===== src/rtl/multi_port_reg_file.sv =====
// ---------------------------------------------------------------------------
// multi_port_reg_file
//
// Purpose:
//   Register file with two write ports, NUM_RD combinational read ports and a
//   pending-bit scoreboard. The scoreboard tracks registers whose producer has
//   been issued but whose result has not yet been written back. Register 0 is
//   hardwired to zero and is never pending.
//
// Parameters:
//   DATA_W  register width in bits
//   ADDR_W  address width, depth is 2**ADDR_W
//   NUM_RD  number of read ports (1..4)
//   BYPASS  1 = same-cycle write data is forwarded to matching reads
//
// Ports:
//   clk                       rising-edge clock
//   rst_n                     asynchronous active-low reset
//   WrEn0/WrAddr0/WrData0     write port 0
//   WrEn1/WrAddr1/WrData1     write port 1 (wins over port 0 on same address)
//   RdAddr                    packed read addresses, port k at [k*ADDR_W +: ADDR_W]
//   RdData                    packed read data, port k at [k*DATA_W +: DATA_W]
//   IssueEn/IssueAddr         mark a destination register as pending
//   Busy                      per-read-port hazard flag
//   PendCount                 registered number of pending registers
// ---------------------------------------------------------------------------
module multi_port_reg_file #(
  parameter int DATA_W = 32,
  parameter int ADDR_W = 5,
  parameter int NUM_RD = 2,
  parameter int BYPASS = 1
) (
  input  logic                       clk,
  input  logic                       rst_n,
  input  logic                       WrEn0,
  input  logic [ADDR_W-1:0]          WrAddr0,
  input  logic [DATA_W-1:0]          WrData0,
  input  logic                       WrEn1,
  input  logic [ADDR_W-1:0]          WrAddr1,
  input  logic [DATA_W-1:0]          WrData1,
  input  logic [NUM_RD*ADDR_W-1:0]   RdAddr,
  output logic [NUM_RD*DATA_W-1:0]   RdData,
  input  logic                       IssueEn,
  input  logic [ADDR_W-1:0]          IssueAddr,
  output logic [NUM_RD-1:0]          Busy,
  output logic [ADDR_W:0]            PendCount
);

  localparam int DEPTH = 2 ** ADDR_W;

  logic [DATA_W-1:0] r_regs [DEPTH];
  logic [DEPTH-1:0]  r_pending;
  logic [ADDR_W:0]   r_pendCount;

  logic              w_wr0Valid;
  logic              w_wr1Valid;
  logic              w_wr0Shadowed;
  logic              w_issueValid;
  logic [DEPTH-1:0]  w_pendNext;
  logic [ADDR_W:0]   w_pendNextCount;

  // Address 0 is the zero register: any access aimed at it is dropped here so
  // the rest of the logic never has to special-case it on the write side.
  assign w_wr0Valid    = WrEn0 && (WrAddr0 != '0);
  assign w_wr1Valid    = WrEn1 && (WrAddr1 != '0);
  assign w_issueValid  = IssueEn && (IssueAddr != '0);
  assign w_wr0Shadowed = w_wr1Valid && (WrAddr1 == WrAddr0);

  // Storage array. Port 1 has priority, so port 0 is suppressed when both
  // target the same register rather than relying on assignment order.
  always_ff @(posedge clk or negedge rst_n) begin
    if (!rst_n) begin
      for (int i = 0; i < DEPTH; i++) begin
        r_regs[i] <= '0;
      end
    end else begin
      if (w_wr0Valid && !w_wr0Shadowed) begin
        r_regs[WrAddr0] <= WrData0;
      end
      if (w_wr1Valid) begin
        r_regs[WrAddr1] <= WrData1;
      end
    end
  end

  // Next scoreboard state: write-backs clear first, then an issue sets, so a
  // same-cycle issue to a register being written leaves it pending for the
  // newer producer.
  always_comb begin
    w_pendNext = r_pending;
    if (w_wr0Valid) begin
      w_pendNext[WrAddr0] = 1'b0;
    end
    if (w_wr1Valid) begin
      w_pendNext[WrAddr1] = 1'b0;
    end
    if (w_issueValid) begin
      w_pendNext[IssueAddr] = 1'b1;
    end
    w_pendNext[0] = 1'b0;
  end

  // Population count of the next scoreboard state, registered alongside it so
  // PendCount always matches the pending bits after each edge.
  always_comb begin
    w_pendNextCount = '0;
    for (int i = 0; i < DEPTH; i++) begin
      w_pendNextCount = w_pendNextCount + {{ADDR_W{1'b0}}, w_pendNext[i]};
    end
  end

  always_ff @(posedge clk or negedge rst_n) begin
    if (!rst_n) begin
      r_pending   <= '0;
      r_pendCount <= '0;
    end else begin
      r_pending   <= w_pendNext;
      r_pendCount <= w_pendNextCount;
    end
  end

  assign PendCount = r_pendCount;

  // Read ports. Each port is independent combinational logic. During reset
  // the outputs are forced to zero so in-flight writes are not forwarded.
  for (genvar k = 0; k < NUM_RD; k++) begin : g_rd
    logic [ADDR_W-1:0] w_addr;
    logic              w_hit0;
    logic              w_hit1;
    logic [DATA_W-1:0] w_data;

    assign w_addr = RdAddr[k*ADDR_W +: ADDR_W];
    assign w_hit1 = (BYPASS != 0) && w_wr1Valid && (WrAddr1 == w_addr);
    assign w_hit0 = (BYPASS != 0) && w_wr0Valid && (WrAddr0 == w_addr);

    always_comb begin
      if (!rst_n || (w_addr == '0)) begin
        w_data = '0;
      end else if (w_hit1) begin
        w_data = WrData1;
      end else if (w_hit0) begin
        w_data = WrData0;
      end else begin
        w_data = r_regs[w_addr];
      end
    end

    assign RdData[k*DATA_W +: DATA_W] = w_data;

    // A register being written this cycle is not a hazard when the write
    // data is forwarded to the reader.
    assign Busy[k] = rst_n && (w_addr != '0) && r_pending[w_addr] &&
                     !(w_hit0 || w_hit1);
  end

endmodule


===== config.mk =====
export PLATFORM = sky130hd
export DESIGN_NAME = multi_port_reg_file
export DESIGN_NICKNAME = d
export VERILOG_FILES = /design/src/rtl/multi_port_reg_file.sv
export SDC_FILE = /design/constraint.sdc
export NUM_CORES = 2
export LEC_CHECK = 0
export ABC_CLOCK_PERIOD_IN_PS = 8600
export BUFFER_PORTS_ARGS = -buffer_cell sky130_fd_sc_hd__buf_4
export CORE_ASPECT_RATIO = 1.2
export CORE_UTILIZATION = 30
export DETAILED_ROUTE_END_ITERATION = 7
export PLACE_DENSITY = 0.5
export RECOVER_POWER = 25
export SLEW_MARGIN = 20
export SYNTH_ARGS = -nofsm -noshare
export SYNTH_HDL_FRONTEND = slang
export SYNTH_SLANG_ARGS = --single-unit

===== constraint.sdc =====
create_clock -name clk -period 8.6 [get_ports clk]
set_clock_uncertainty 0.1 [all_clocks]
set_input_delay 0.86 -clock clk [delete_from_list [all_inputs] [get_ports clk]]
set_output_delay 0.86 -clock clk [all_outputs]
set_load 0.03 [all_outputs]

==> summary.txt <==
Timing
  – Period utilization: approximately 85%
  – Fin crit period: 7330 ps
  – Setup TNS: 0 ps
  – Slew Viols, Final: 727
  – Fin. Hold Viols: 0
  – Final setup viols: 0
  – FMAX: 136 MHz
  – Worst Tran Pin Value: approximately 4300 ps
  – Max transition margin: -187%
  – RSZ-0062 raised after global routing: no

Setup path
  – Worst Path Required: around 9200 ps
  – CP max-delay cell: clkbuf_1
  – Critical path data arrival time: 7910 ps
  – Setup Crit Path Kind: primary input to flip-flop
  – Critical path, cell by cell: clkbuf_1, and3_1, nand2_4, a32o_1, fa_1, fa_1, inv_1, fa_1, fa_1, fa_1, inv_1, fa_1, fa_1, inv_1, fa_1, inv_1, a21o_1, a21oi_1, xnor2_1
  – CP max stage delay: 1360 ps
  – CP Launch Type: primary input
  – Critical path's top delay family: adder cells
  – CP most frequent cell: fa_1
  – Crit end category: flip-flop
  – Worst Path Max Fanout: 20
  – CP bufs+invs: 5

Synth
  – Netlist cell types: around 60
  – Yosys top cell area share: between 30% and 40%
  – Syn nets: about 7600
  – Synth Flop Type: dfrtp_1
  – Leading area contributor after synthesis: dfrtp_1
  – Seq cells post-synth: approximately 1100
  – Synth top area cells: dfrtp_1 (39%), mux2i_1 (21%), nor2_1 (5.7%), a21oi_1 (5.2%), nand2_1 (4.7%)
  – Synthesized area per cell: 9.02 sq um
  – Cells after Synth: between 7000 and 8000
  – Yosys warnings: 0
  – FFs w/ async S/R, synth: 100%
  – EDFF count, synth: 0
  – Post-synthesis sequential area ratio: 39.2%
  – Post-Syn Area: between 0.06 and 0.07 sq mm

Clock network
  – CTS Buf Count: ~110
  – Clock Sinks: 1061
  – Worst-case clock buffer depth: 3
  – CTS H-tree depth: 3
  – Reg clk slew, reported paths: about 60 ps
  – CTS tree: done
  – Clk_lat worst skew: ~770 ps
  – Post-CTS setup buffer count: 0
  – Clock root cell: clkbuf_16

Placement
  – Final Wtd Congestion: around 0.95
  – DP Cell Count: around 9900
  – Port Buffer Count: 165
  – Post-DP Area: ~0.07 sq mm
  – Detailed placer's ending HPWL: 178 mm

Die
  – Initial Utilization: 30.3%
  – Die width: 436 um
  – Die area: 0.228 sq mm
  – Std cell rows: 190
  – Die Span Y: ~520 um
  – I/O Pins: roughly 170
  – Core Region: between 0.2 and 0.25 sq mm

Cells and area
  – Highest-count cells in the layout ignoring fill and taps: mux2i_1 (1454), dfrtp_1 (1061), nor2_1 (1022), nand2_1 (828), a21oi_1 (709)
  – Share of layout cells above drive strength 1: a little over a tenth
  – Area growth, synth to finish: 10.8%
  – Nets@finish: 7206
  – Final Cell Area: 0.0751 sq mm
  – Layout Cells excl Fill: 10172
  – Commonest non-fill, non-tap cell in the layout: mux2i_1
  – Filler cell count: approximately 23000

Drt
  – WL per Instance: approximately 30 um
  – DRT Wirelength: 309 mm
  – Drt first-iter violations: around 6800
  – 1st-pass router iterations: 6
  – Remaining antenna violation count: 0
  – # DRC: 0
  – Mean number of vias per cell: a little under 6
  – Vias: just under 60000

Global routing
  – Initial antenna violation count: 34
  – Gr usage total: a little over a quarter
  – Vias in the first global route: 57254
  – First-pass GRT wire length: around 440 mm
  – Overflow after GRT: 0
  – Largest net degree at the start of global routing: about 160

Status
  – Status: complete, but fails checks
  – Violated checks: max-capacitance violations, max-slew violations

Pwr
  – Max VDD drop: between 0.3 and 0.4 mV
  – Power, Total: about 19 mW
  – Pwr dens: approximately 250 mW/mm^2
  – Leak: ~36 nW

Run
  – Max_cap viols: 11

Min path
  – HP Class: flip-flop to flip-flop
## layer usage
layer  track usage [%]  routed length, um  vias to the layer above
li1                  -                  -                    25915
met1              32.2             119000                    29547
met2              43.9             148000                     2934
met3              3.61              21800                      753
met4              16.2              20200                        4
met5                 0                 23                        -
## cells by family after synthesis
kind of cell / after synthesis / synth area share, %
buf+inv: 927 / 5.71
compound gates: 1700 / 14.7
mux: 1611 / 26.2
flops: 1061 / 39.2
xor+xnor: 28 / 0.362
simple gates: 2158 / 13.1
fa+ha+maj: 30 / 0.808
## through the flow
step	util, %	hold slack, ps	worst slack (ps)
after floorplan	-	341	1930
final	33.5	300	1270
after CTS	33.5	299	1800
after global routing	33.5	308	977
after detailed placement	31.8	284	1010
after global placement	31.8	281	961
## registers in the layout, summed over array words and instances (netlist names)
signal / flops
r_pending: 31
r_regs: 1024
PendCount: 6
## power by group
part | internal (mW) | switching, mW | leakage [nW]
clock | 3.13 | 2.28 | 1.96
sequential | 6.37 | 1.07 | 12.8
combinational | 2.62 | 3.14 | 21.6
## area by class of cell
| cell class | instances | area [sq um] | share of cell area [%] |
|---|---|---|---|
| repair buffers | 339 | 2580 | 3.44 |
| multi-input cells | 5527 | 38000 | 50.6 |
| well taps | 2976 | 3720 | 4.96 |
| diodes | 21 | 52.6 | 0.0700 |
| inverters | 39 | 146 | 0.195 |
| clock buffers | 171 | 3420 | 4.55 |
| flip-flops and latches | 1061 | 26600 | 35.4 |
| clock inverters | 38 | 577 | 0.768 |
## synthesized netlist by cell type (all sizes together), types with 8 or more instances
library cell and number:
buf 176, a21oi 709, mux4 125, nand2b 11, nand4 8, o211ai 25
mux2 32, and4 30, clkbuf 712, nor3 41, o22ai 219, a32o 27
xnor2 19, dfrtp 1061, a221oi 95, nor4 33, nand3 101, nor2b 17
fa 23, inv 39, nor2 1038, nand2 843, a22oi 61, a31oi 296
mux2i 1454, o21ai 249, xor2 9
## what timing repair did
| item | CTS | global route |
|---|---|---|
| gates resized for setup | 0 | 0 |
| endpoints found under the hold margin | 28 | 0 |
| hold buffers | 1 | 0 |
## final timing paths
kind | startpoint | end | slack [ps] | depth (start not counted)
worst max-delay path | WrAddr1[4] | PendCount[4] | 1270 | 19
worst min-delay path | r_regs[1010] | r_regs[1010] | 300 | 0
worst max register to register | r_pending[26] | PendCount[4] | 3170 | 15
worst min register to register | r_regs[1010] | r_regs[1010] | 300 | 0
max in group asynchronous | rst_n | r_regs[237] | 1970 | 5
min in group asynchronous | rst_n | r_regs[548] | 560 | 2
No activity file was read; power rests on OpenSTA's default activity.
